<file path="config.mk">
export PLATFORM = sky130hd
export DESIGN_NAME = multicycle_control
export DESIGN_NICKNAME = d
export VERILOG_FILES = /design/src/rtl/riscv_pkg.sv /design/src/rtl/main_decoder.sv /design/src/rtl/multicycle_control.sv
export SDC_FILE = /design/constraint.sdc
export NUM_CORES = 1
export LEC_CHECK = 0
export CAP_MARGIN = 20
export CORE_ASPECT_RATIO = 0.8
export CORE_MARGIN = 10
export CORE_UTILIZATION = 40
export CTS_BUF_LIST = sky130_fd_sc_hd__clkbuf_8 sky130_fd_sc_hd__clkbuf_16
export CTS_CLUSTER_DIAMETER = 80
export DETAILED_ROUTE_END_ITERATION = 7
export PLACE_DENSITY = 0.76
export SETUP_SLACK_MARGIN = 0.15
export SLEW_MARGIN = 40
export SYNTH_ARGS = -nofsm -noshare
export SYNTH_HDL_FRONTEND = slang
export SYNTH_SLANG_ARGS = --single-unit
export TNS_END_PERCENT = 20
</file>
<file path="constraint.sdc">
create_clock -name clk -period 3.4 [get_ports clk]
set_clock_uncertainty 0.15 [all_clocks]
set_input_delay 0.68 -clock clk [delete_from_list [all_inputs] [get_ports clk]]
set_output_delay 0.68 -clock clk [all_outputs]
set_load 0.005 [all_outputs]
</file>
<file path="src/rtl/riscv_pkg.sv">
// Shared opcode/funct7 constants and the multi-cycle control state encoding.
// Latency: n/a (declarations only).
// Backpressure: n/a.
package riscv_pkg;

  localparam logic [6:0] OPC_LOAD   = 7'b0000011;
  localparam logic [6:0] OPC_STORE  = 7'b0100011;
  localparam logic [6:0] OPC_OP     = 7'b0110011;
  localparam logic [6:0] OPC_OPIMM  = 7'b0010011;
  localparam logic [6:0] OPC_BRANCH = 7'b1100011;

  localparam logic [6:0] F7_BASE = 7'b0000000;
  localparam logic [6:0] F7_ALT  = 7'b0100000;

  typedef enum logic [2:0] {
    FETCH,
    DECODE,
    EXECUTE,
    MEMORY,
    WRITEBACK,
    TRAP
  } ctrlState_t;

endpackage

</file>
<file path="src/rtl/main_decoder.sv">
// Classifies opcode/funct7 into instruction class flags, ALU controls and an illegal flag.
// Latency: purely combinational.
// Backpressure: none.
module main_decoder
  import riscv_pkg::*;
(
  input  logic [6:0] opcode,
  input  logic [6:0] funct7,
  output logic       isLoad,
  output logic       isStore,
  output logic       isBranch,
  output logic       useImm,
  output logic       subtract,
  output logic       illegal
);

  always_comb begin
    isLoad   = 1'b0;
    isStore  = 1'b0;
    isBranch = 1'b0;
    useImm   = 1'b0;
    subtract = 1'b0;
    illegal  = 1'b0;
    case (opcode)
      OPC_LOAD: begin
        isLoad = 1'b1;
        useImm = 1'b1;
      end
      OPC_STORE: begin
        isStore = 1'b1;
        useImm  = 1'b1;
      end
      OPC_OPIMM: useImm = 1'b1;
      OPC_BRANCH: begin
        isBranch = 1'b1;
        subtract = 1'b1;
      end
      OPC_OP: begin
        if (funct7 == F7_ALT)       subtract = 1'b1;
        else if (funct7 != F7_BASE) illegal  = 1'b1;
      end
      default: illegal = 1'b1;
    endcase
  end

endmodule

</file>
<file path="src/rtl/multicycle_control.sv">
// Multi-cycle Moore control unit + PC: fetch, decode, execute, memory, writeback.
// Latency: BRANCH 3, OP/OP-IMM/STORE 4, LOAD 5 cycles with zero-wait handshakes.
// Backpressure: fetchRequest/dataRequest held until fetchValid/dataReady; each wait adds one cycle.
module multicycle_control
  import riscv_pkg::*;
#(
  parameter int              XLEN     = 64,
  parameter logic [XLEN-1:0] PC_RESET = '0,
  parameter int              CNT_W    = 32
) (
  input  logic             clk,
  input  logic             reset_n,
  output logic             fetchRequest,
  input  logic             fetchValid,
  input  logic [31:0]      fetchData,
  output logic             dataRequest,
  input  logic             dataReady,
  input  logic [XLEN-1:0]  immediate,
  input  logic             selectedFlag,
  output logic [31:0]      instruction,
  output logic [XLEN-1:0]  pc,
  output logic             writeEnable_Registers,
  output logic             writeEnable_DataMemory,
  output logic             muxSelect_ImmVsDataout2,
  output logic             muxSelect_SumVsReadData,
  output logic             SumOrSub,
  output logic             trap,
  output logic [CNT_W-1:0] retired
);

  ctrlState_t      state, stateNext;
  logic            isLoad, isStore, isBranch, useImm, subtract, illegal;
  logic            loadIr, retire;
  logic [XLEN-1:0] pcNext;

  main_decoder uDecoder (
    .opcode   (instruction[6:0]),
    .funct7   (instruction[31:25]),
    .isLoad   (isLoad),
    .isStore  (isStore),
    .isBranch (isBranch),
    .useImm   (useImm),
    .subtract (subtract),
    .illegal  (illegal)
  );

  always_ff @(posedge clk or negedge reset_n) begin
    if (!reset_n) begin
      state       <= FETCH;
      pc          <= PC_RESET;
      instruction <= '0;
      retired     <= '0;
    end else begin
      state <= stateNext;
      if (loadIr) instruction <= fetchData;
      if (retire) begin
        pc      <= pcNext;
        retired <= retired + CNT_W'(1);
      end
    end
  end

  always_comb begin
    stateNext               = state;
    loadIr                  = 1'b0;
    retire                  = 1'b0;
    pcNext                  = pc + XLEN'(4);
    fetchRequest            = 1'b0;
    dataRequest             = 1'b0;
    writeEnable_Registers   = 1'b0;
    writeEnable_DataMemory  = 1'b0;
    muxSelect_ImmVsDataout2 = 1'b0;
    muxSelect_SumVsReadData = 1'b0;
    SumOrSub                = 1'b0;
    trap                    = 1'b0;
    case (state)
      FETCH: begin
        // Reset parks the FSM in FETCH; keep the request quiet while reset is held.
        fetchRequest = reset_n;
        if (fetchValid) begin
          loadIr    = 1'b1;
          stateNext = DECODE;
        end
      end
      DECODE: stateNext = illegal ? TRAP : EXECUTE;
      EXECUTE: begin
        muxSelect_ImmVsDataout2 = useImm;
        SumOrSub                = subtract;
        if (isBranch) begin
          retire    = 1'b1;
          stateNext = FETCH;
          if (selectedFlag) pcNext = pc + immediate;
        end else if (isLoad || isStore) begin
          stateNext = MEMORY;
        end else begin
          stateNext = WRITEBACK;
        end
      end
      MEMORY: begin
        muxSelect_ImmVsDataout2 = useImm;
        SumOrSub                = subtract;
        dataRequest             = 1'b1;
        writeEnable_DataMemory  = isStore;
        if (dataReady) begin
          if (isStore) begin
            retire    = 1'b1;
            stateNext = FETCH;
          end else begin
            stateNext = WRITEBACK;
          end
        end
      end
      WRITEBACK: begin
        muxSelect_ImmVsDataout2 = useImm;
        SumOrSub                = subtract;
        writeEnable_Registers   = (instruction[11:7] != 5'd0);
        muxSelect_SumVsReadData = isLoad;
        retire                  = 1'b1;
        stateNext               = FETCH;
      end
      TRAP: trap = 1'b1;
      default: stateNext = FETCH;
    endcase
  end

endmodule

</file>
==> results of run 1 <==
==> how the worst max path moves through the flow <==
stage / from / endpoint / slack (ns) / cells after the start
5_1_grt: pc[16] / pc[59] / -0.27 / 16
4_1_cts: pc[17] / pc[55] / -0.18 / 14
2_1_floorplan: immediate[0] / pc[56] / -0.06 / 14
3_3_place_gp: immediate[0] / pc[62] / -0.89 / 15
6_report: immediate[12] / pc[59] / -0.17 / 17
3_5_place_dp: immediate[0] / pc[58] / -0.96 / 15
==> placed cells by master (no fill, tap or decap), types with 12 or more instances in the layout <==
cell	count
buf_4	276
clkdlybuf4s50_1	212
nand2_1	130
dfrtp_1	130
a21oi_1	127
nor2_1	113
o21ai_0	78
nand3_1	64
nand4_1	48
xnor2_1	46
ha_1	45
a21o_1	41
xor2_1	36
and3_1	33
mux2_2	31
nor3_1	26
inv_1	24
ha_4	20
o21bai_1	19
clkbuf_16	17
o21ai_1	13
nor2b_1	12
buf_6	12
==> worst reg2reg max path, cell delays in order (launching register included) <==
cell and delay [ns]:
dfrtp_1 0.41, ha_4 0.28, nand4_1 0.25, nor3_4 0.36
buf_6 0.15, nand2_4 0.06, a31oi_4 0.21, buf_6 0.13
a211oi_4 0.08, o41ai_4 0.33, nor2_2 0.09, buf_6 0.14
buf_6 0.11, o21ai_2 0.16, xor2_1 0.22, nor2_1 0.08
a311oi_1 0.24
==> flip-flops by register name (all words and copies together), names as in the netlist <==
name,flops
state,3
pc,64
retired,32
instruction,32
==> routing by layer <==
| layer | vias to the layer above | wire length (um) |
|---|---|---|
| li1 | 5818 | - |
| met1 | 6024 | 19200 |
| met2 | 796 | 20100 |
| met3 | 85 | 4990 |
| met4 | 0 | 1050 |
| met5 | - | 0 |
==> final cells by class <==
cell class / count / area [um2] / share of cell area [%]
Inverter: 25 / 96.3 / 0.574
Sequential cell: 131 / 3280 / 19.5
Clock buffer: 17 / 425 / 2.53
Clock inverter: 15 / 159 / 0.947
Multi-Input combinational cell: 1097 / 7820 / 46.6
Tap cell: 357 / 447 / 2.66
Antenna cell: 1 / 2.50 / 0.0149
Timing Repair Buffer: 525 / 4560 / 27.2
==> kinds of logic after synthesis <==
| kind of cell | Yosys count | share of synthesized area (%) |
|---|---|---|
| xor+xnor | 88 | 7.23 |
| flops | 131 | 30.8 |
| mux | 37 | 3.90 |
| simple gates | 503 | 22.9 |
| fa+ha+maj | 67 | 7.92 |
| compound gates | 402 | 23.8 |
| buf+inv | 95 | 3.50 |
==> power by group through the flow <==
stage	clock network (mW)	logic (mW)	registers, mW
floorplan	0	1.13	2.00
global placement	0	2.53	1.96
detailed placement	0	2.60	1.98
CTS	1.91	2.73	1.96
global route	1.97	3.08	2.00
finish	1.89	2.87	1.97
==> through the flow <==
stage | total power, mW | utilization, % | hold slack [ns] | setup TNS [ns]
2_1_floorplan | 3.13 | - | 0.234 | -0.0909
3_3_place_gp | 4.49 | 57.8 | 0.309 | -23.06
3_5_place_dp | 4.58 | 57.8 | 0.318 | -27.82
4_1_cts | 6.60 | 61.8 | 0.330 | -0.843
5_1_grt | 7.05 | 63.9 | 0.341 | -1.73
6_report | 6.72 | 63.9 | 0.325 | -0.591
==> timing repair <==
action                     4_1_cts  5_1_grt
resized for setup               92       92
setup endpoints to repair       38       52
buffers inserted                12       21
hold buffers                     1        0
pin swaps                       77       61
hold endpoints to repair         8        0
cloned                           0        0
==> impl_metrics.toml, run 1 <==
[status]
status = "complete, but fails checks"
failed_checks = "negative setup slack"

[worst_setup_path]
cp-end-kind = "register"
rr_startpoint = "pc[15]"
crit_chain = "dlygate4sd2_1 -> ha_4 -> nand4_1 -> nor3_4 -> buf_6 -> nand2_4 -> a31oi_4 -> buf_6 -> a211oi_4 -> o41ai_4 -> nor2_2 -> buf_6 -> buf_6 -> o21ai_2 -> xor2_1 -> nor2_1 -> a311oi_1"
slowest_delay_ns = 0.33
worstPathArrival_ns = 3.75
crit_buf_inv = 5
cpLargestDelayFamily = "compound AO/OA/AOI/OAI gates"
reg2reg_slack_ns = -0.16
rr_endpoint = "pc[59]"
crit_required_ns = 3.58
cp_slowest_cell = "o41ai_4"
worstPathMaxFanout = 3
cp_common_cell = "buf_6"
worst-setup-path-type = "in2reg"
r2r_cells = 16
cp-start-kind = "input port"

[logic_synthesis]
synth-edff-count = 0
synthTopCellsByCount = "141 x a21oi_1, 135 x nand2_1, 131 x dfrtp_1"
yosys.area.top_type = "dfrtp_1"
synthCells = 1323
ys_types = 73
synth_ff_type = "dfrtp_1"
syn_area_per_cell_um2 = 8.05
ys_top_cells_by_area = "dfrtp_1 31%, ha_1 7.6%, a21oi_1 6.6%, nand2_1 4.8%, o21ai_0 4.4%"
yosysMostFrequentCell = "a21oi_1"
synth.top_cell.area_share_pct = 30.8
synth_seq_cells = 131
yosysSeqAreaShare_pct = 30.8
postSynthNetCount = 1490
yosys_warnings = 0
async_flop_share_pct = 100
synth_area_um2 = 10700

[worst_hold_path]
hold_path_class = "reg2reg"
holdCritStartpoint = "pc[63]"
hold_path_depth = 1
min_to = "pc[63]"

[power]
p_int_mw = 4.18
ir_worst_vdd_uv = 389
leakage_nw = 7.18
switchingPower_mw = 2.55
power_density_nw_per_um2 = 401
p_seq_share_pct = 29.2
p_comb_share_pct = 42.7
p_clk_share_pct = 28.1
swShare_pct = 37.9

[clock_network]
h-tree-depth = 4
clock_latency_ns = 0.44
cts_made_buffers = 17
clk_path_buf_depth = 2
clk_transition_reported_paths_ns = 0.06
cts.sinks = 131
cts_root_buf = "clkbuf_16"
cts_tree = "yes"

[sta]
grt_setup_unrepaired = "true"
tightest_slew_ns = 0.680
period_share_pct = 105
timing.fmax_mhz = 280
setup_violations = 7
relSlewSlack_pct = 54.3
finalMaxSlewViolations = 0
hold_viol = 0
setup_ws_ns = -0.173
min_period_ns = 3.57

[global_route]
grt_antenna_before_repair = 2
grt-ovfl-total = 0
grt_pass1_wl_mm = 68.8
use_met3_pct = 6.45
grt_pass1_vias = 12221
busiest_layer = "met2"
groute.usage.overall_pct = 25.2
grt_max_degree = 71
use_met2_pct = 39.0
use_met1_pct = 34.1

[drt]
drtIter0Drc = 1668
viasPerCell = 5.87
vias = 12723
drc = 0
wl_per_cell_um = 20.9
wirelength_mm = 45.4
firstDrtPassIters = 7
ant_nets = 0

[placed_design]
numPortBuffers = 236
dp_cells = 2101
globalplace.congestion = 1.01
place_area_um2 = 15200
pre_cts_ws_ns = -0.963
hpwl_mm = 33.8

[floorplanning]
core_um2 = 26300
rows = 53
start_util_pct = 40.6
die_x_um = 202
num_io_pins = 237
die_height_um = 166
dieArea_um2 = 33600

[cells_and_area]
area_growth_pct = 57.5
fin_area_um2 = 16800
nets = 1964
nFillCells = 2156
layout.cells.non_filler = 2168
drive_gt1_share_pct = 26.6

[flow_run]
cap_violations = 0
Power figures use the tool's default switching activity.
==> inputs of run 2 (changes only) <==
CORE_UTILIZATION = 35   (was 40)
PLACE_DENSITY = 0.69   (was 0.76)
RECOVER_POWER = 100   (was unset)
==> run 2 against run 1 <==
Effect of this change:
- the flow finishes with violations (max-capacitance violations, max-slew violations, negative setup slack)
- largest power group unchanged
- first-iteration DRC count decreased by 37%
- wire length down 4.7%
- worst setup slack better by 0.11 ns
- sequential share of layout area up 0.44 points
- global-route usage decreased by 3.2 points
- die area increased by 13%
- critical path type is now reg2reg
- sequential power about the same
- critical endpoint is now pc[56]
- critical path depth shrank 3
==> impl_metrics.toml, run 2 (same netlist as run 1, synthesis figures left out) <==
[floorplanning]
dieArea_um2 = 37900
num_io_pins = 237
start_util_pct = 35.3
core_um2 = 30200
die_height_um = 176
rows = 57
die_x_um = 215

[status]
status = "complete, but fails checks"
failed_checks = "max-capacitance violations, max-slew violations, negative setup slack"

[cells_and_area]
drive_gt1_share_pct = 23.2
top_register = "pc"
mostFrequentLayoutCell = "buf_4"
final_cell_mix = "229 x buf_4, 136 x a21oi_1, 133 x nand2_1"
nets = 1939
finish.utilization_pct = 54.4
area_growth_pct = 54.0
largest_reg_flops = 64
reg.largest.list = "pc: 64 flops, instruction: 32 flops, retired: 32 flops"
layout.cells.non_filler = 2200
seqCellArea_um2 = 3280
multi_input_area_um2 = 7690
nFillCells = 2808

[sta]
hold_viol = 0
relSlewSlack_pct = -7.70
timing.fmax_mhz = 289
setup_ws_ns = -0.0614
min_period_ns = 3.46
setup_violations = 3
finalMaxSlewViolations = 117
grt_setup_unrepaired = "true"
period_share_pct = 102
tightest_slew_ns = 1.62

[global_route]
grt-ovfl-total = 0
groute.usage.overall_pct = 22.1
grt_pass1_vias = 12072
grt_pass1_wl_mm = 67.6
grt_max_degree = 71
grt_antenna_before_repair = 1

[worst_setup_path]
rr_startpoint = "pc[0]"
cp-endpoint = "pc[56]"
worst-setup-path-type = "reg2reg"
cp-end-kind = "register"
reg2reg_slack_ns = -0.06
cp-start-kind = "register"
crit_required_ns = 3.62
worstPathMaxFanout = 3
r2r_cells = 14
worstPathArrival_ns = 3.68
critPathLaunch = "pc[0]"
rr_endpoint = "pc[56]"

[clock_network]
clk_transition_reported_paths_ns = 0.07
cts_made_buffers = 17
cts_root_buf = "clkbuf_16"
clk_path_buf_depth = 2
clock_latency_ns = 0.44
h-tree-depth = 4
cts_tree = "yes"
cts.sinks = 131

[power]
swShare_pct = 37.8
switchingPower_mw = 2.44
ir_worst_vdd_uv = 349
power_density_nw_per_um2 = 394
p_seq_share_pct = 30.3
leakage_nw = 6.98
p_comb_share_pct = 41.3
p_clk_share_pct = 28.3
p_int_mw = 4.02
total_power_mw = 6.46

[drt]
wl_per_cell_um = 19.7
ant_nets = 0
wirelength_mm = 43.2
viasPerCell = 5.52
firstDrtPassIters = 5
vias = 12144
drc = 0
drtIter0Drc = 1056

[placed_design]
globalplace.congestion = 0.939
dp_cells = 2145
numPortBuffers = 236
hpwl_mm = 32.4

[flow_run]
cap_violations = 2

[worst_hold_path]
hold_path_class = "reg2reg"
## run 2: cell count changes in the layout (fill, tap and decap cells not counted), moves of 5 or more
cell,previous run,this run
a21oi_1,127,136
a21oi_4,5,0
buf_4,276,229
buf_6,12,5
clkbuf_1,0,22
clkbuf_2,2,9
clkdlybuf4s50_1,212,101
dlygate4sd3_1,1,109
ha_1,45,38
ha_4,20,25
## run 2: cell type report
type	count	share of cell area, %
antenna	2	0.0305
clock buffer	17	2.59
clock inverter	15	0.831
inverter	25	0.572
multi-input combinational	1097	46.9
sequential	131	20.0
tap	413	3.15
timing repair buffer	500	26.0
## run 2: how the worst min path moves through the flow
stage	endpoint	cells past startpoint	slack (ns)	startpoint
floorplan	instruction[0]	0	0.23	reset_n
global placement	retired[31]	1	0.31	retired[31]
detailed placement	retired[31]	1	0.31	retired[31]
CTS	retired[31]	1	0.32	retired[31]
global route	pc[63]	1	0.34	pc[63]
finish	retired[31]	1	0.31	retired[31]
## run 2: through the flow
step	TNS, ns	area [um2]	hold slack [ns]	setup slack, ns
2_1_floorplan	-0.0909	10700	0.234	-0.0613
3_3_place_gp	-24.02	15200	0.307	-0.940
3_5_place_dp	-25.99	15200	0.308	-0.981
4_1_cts	-0.0121	16300	0.318	-0.0121
5_1_grt	-1.71	16400	0.337	-0.182
6_report	-0.0865	16400	0.310	-0.0614
## run 2: worst max-delay path, cell delays in order (launching register included)
cell and delay [ns]:
dfrtp_1 0.39, ha_4 0.15, inv_2 0.03, fa_2 0.34
nor2b_2 0.15, o21ai_2 0.09, a211oi_2 0.33, nor3b_2 0.10
o41a_1 0.45, a21oi_2 0.23, a31oi_4 0.14, o31ai_4 0.26
nand4_1 0.15, mux2_4 0.32, a21oi_2 0.11
## run 2: per-layer routing
layer	GRT usage [%]	routed length (um)	share of wire [%]	vias to the layer above
li1	-	-	-	5753
met1	29.9	19700	46	5865
met2	34.3	19300	45	475
met3	5.64	3460	8.0	51
met4	5.83	818	1.9	0
met5	0	0	0	-
## run 2: timing repair
| action | 4_1_cts | 5_1_grt |
|---|---|---|
| gates resized for setup | 105 | 39 |
| hold endpoints to repair | 16 | 0 |
| setup endpoints to repair | 36 | 34 |
| hold buffers | 1 | 0 |
| setup buffers | 16 | 4 |
| pin swaps | 77 | 34 |
## run 2: power groups by stage
stage | registers, mW | logic (mW) | clock network [mW]
4_1_cts | 1.97 | 2.71 | 1.86
3_5_place_dp | 1.98 | 2.58 | 0
3_3_place_gp | 1.96 | 2.55 | 0
2_1_floorplan | 2.00 | 1.13 | 0
6_report | 1.96 | 2.67 | 1.83
5_1_grt | 1.99 | 2.88 | 1.94
==> inputs of run 3 (changes only) <==
--- a/config.mk
+++ b/config.mk
@@ -16,5 +16,4 @@
 export RECOVER_POWER = 100
 export SETUP_SLACK_MARGIN = 0.15
-export SLEW_MARGIN = 40
 export SYNTH_ARGS = -nofsm -noshare
 export SYNTH_HDL_FRONTEND = slang
==> constraint.sdc (replaced) <==
create_clock -name clk -period 3.4 [get_ports clk]
set_clock_uncertainty 0.15 [all_clocks]
set_input_delay 0.68 -clock clk [delete_from_list [all_inputs] [get_ports clk]]
set_output_delay 0.68 -clock clk [all_outputs]
set_load 0.01 [all_outputs]
==> run 3 against run 2 <==
Effect of this change:
- the run still ends with max-capacitance violations, max-slew violations, negative setup slack left
- highest routed layer unchanged
- first-iteration DRC count is 7.0% lower
- sequential power hardly changed
- combinational power is 4% higher
- clock power hardly changed
- register-to-register slack hardly changed
- critical endpoint unchanged
==> impl_metrics.toml, run 3 (same netlist as run 1, synthesis figures left out) <==
[status]
status = "complete, but fails checks"
failed_checks = "max-capacitance violations, max-slew violations, negative setup slack"

[sta]
timing.fmax_mhz = 289
finalMaxSlewViolations = 117
grt_setup_unrepaired = "true"
hold_viol = 0
period_share_pct = 102
setup_violations = 2
relSlewSlack_pct = -7.63
tightest_slew_ns = 1.61
min_period_ns = 3.46
setup_ws_ns = -0.0591

[power]
ir_worst_vdd_uv = 352
total_power_mw = 6.56
leakage_nw = 7.06
power_density_nw_per_um2 = 398

[worst_setup_path]
crit_chain = "ha_4 -> inv_2 -> fa_2 -> nor2b_2 -> o21ai_2 -> a211oi_2 -> nor3b_2 -> o41a_1 -> a21oi_2 -> a31oi_4 -> o31ai_4 -> nand4_1 -> mux2_4 -> a21oi_2"
cp_slowest_cell = "o41a_1"
crit_buf_inv = 1
crit_required_ns = 3.62
r2r_cells = 14
cp-end-kind = "register"
rr_endpoint = "pc[56]"
cp-start-kind = "register"
reg2reg_slack_ns = -0.06
worst-setup-path-type = "reg2reg"
slowest_delay_ns = 0.45
worstPathArrival_ns = 3.68
worstPathMaxFanout = 3
rr_startpoint = "pc[0]"
cpLargestDelayFamily = "compound AO/OA/AOI/OAI gates"
cp_common_cell = "a21oi_2"

[cells_and_area]
mostFrequentLayoutCell = "buf_4"
top_register = "pc"
final_cell_mix = "249 x buf_4, 136 x a21oi_1, 133 x nand2_1"
nets = 1939
finish.utilization_pct = 54.6
reg.largest.list = "pc: 64 flops, instruction: 32 flops, retired: 32 flops"
area_growth_pct = 54.7
drive_gt1_share_pct = 24.3
largest_reg_flops = 64

[worst_hold_path]
hold_path_depth = 1
holdCritStartpoint = "retired[31]"
min_to = "retired[31]"
hold_path_class = "reg2reg"

[global_route]
grt_max_degree = 71
grt_antenna_before_repair = 1
grt_pass1_wl_mm = 67.6
groute.usage.overall_pct = 22.1
grt-ovfl-total = 0
grt_pass1_vias = 12075

[flow_run]
cap_violations = 2

[placed_design]
globalplace.congestion = 0.939
hpwl_mm = 32.4
pre_cts_ws_ns = -0.981
numPortBuffers = 236

[clock_network]
cts_tree = "yes"
cts_made_buffers = 17
clk_transition_reported_paths_ns = 0.07
h-tree-depth = 4
clock_latency_ns = 0.44
clk_path_buf_depth = 2
cts_root_buf = "clkbuf_16"
cts.sinks = 131

[floorplanning]
dieArea_um2 = 37900
num_io_pins = 237
die_height_um = 176
core_um2 = 30200
rows = 57
start_util_pct = 35.3
die_x_um = 215

[drt]
viasPerCell = 5.52
wirelength_mm = 43.2
vias = 12135
wl_per_cell_um = 19.7
drc = 0
ant_nets = 0
firstDrtPassIters = 6
drtIter0Drc = 982
run 3: changes by cell type in the layout (fill, tap and decap cells not counted):
cell | before | now
dlygate4sd2_1 | 15 | 16
clkbuf_1 | 22 | 2
clkdlybuf4s50_1 | 101 | 80
buf_4 | 229 | 249
dlygate4sd3_1 | 109 | 129
diode_2 | 2 | 1
run 3: timing repair:
item                                    4_1_cts  5_1_grt
pin swaps                                    77       34
hold buffers                                  1        0
resized for setup                           105       39
hold endpoints to repair                     16        0
endpoints found under the setup margin       36       33
buffers inserted                             16        4
run 3: layout make-up:
class	count	area (um2)
Antenna cell	1	2.50
Clock buffer	17	425
Clock inverter	15	136
Fill cell	2784	13700
Inverter	25	93.8
Multi-Input combinational cell	1097	7690
Sequential cell	131	3280
Tap cell	413	517
Timing Repair Buffer	500	4330
run 3: routing by layer:
metal | track usage [%] | wire (um) | up-vias
met1 | 29.9 | 19500 | 5839
li1 | - | - | 5753
met2 | 34.3 | 19200 | 489
met5 | 0 | 0 | -
met3 | 5.64 | 3630 | 54
met4 | 5.83 | 886 | 0
run 3: worst max-delay path by stage:
stage	slack [ns]	startpoint	cells past startpoint	to
after floorplan	-0.06	immediate[0]	14	pc[56]
after global routing	-0.18	pc[0]	14	pc[56]
final	-0.06	pc[0]	14	pc[56]
after CTS	-0.01	pc[0]	14	pc[56]
after global placement	-0.94	immediate[0]	15	pc[62]
after detailed placement	-0.98	immediate[0]	15	pc[58]
run 3: where the power goes:
part           switching, mW  internal (mW)
Sequential             0.191           1.77
Clock                  0.870          0.967
Combinational           1.47           1.30
Total                   2.53           4.03
run 3: stage by stage:
stage,setup TNS [ns],cell area [um2],std cells,hold slack [ns]
final,-0.0730,16500,2199,0.310
after global routing,-0.993,16500,2199,0.337
after CTS,-0.0121,16300,2194,0.318
after detailed placement,-25.99,15200,2145,0.308
after global placement,-24.02,15200,2145,0.307
after floorplan,-0.0916,10700,1323,0.234
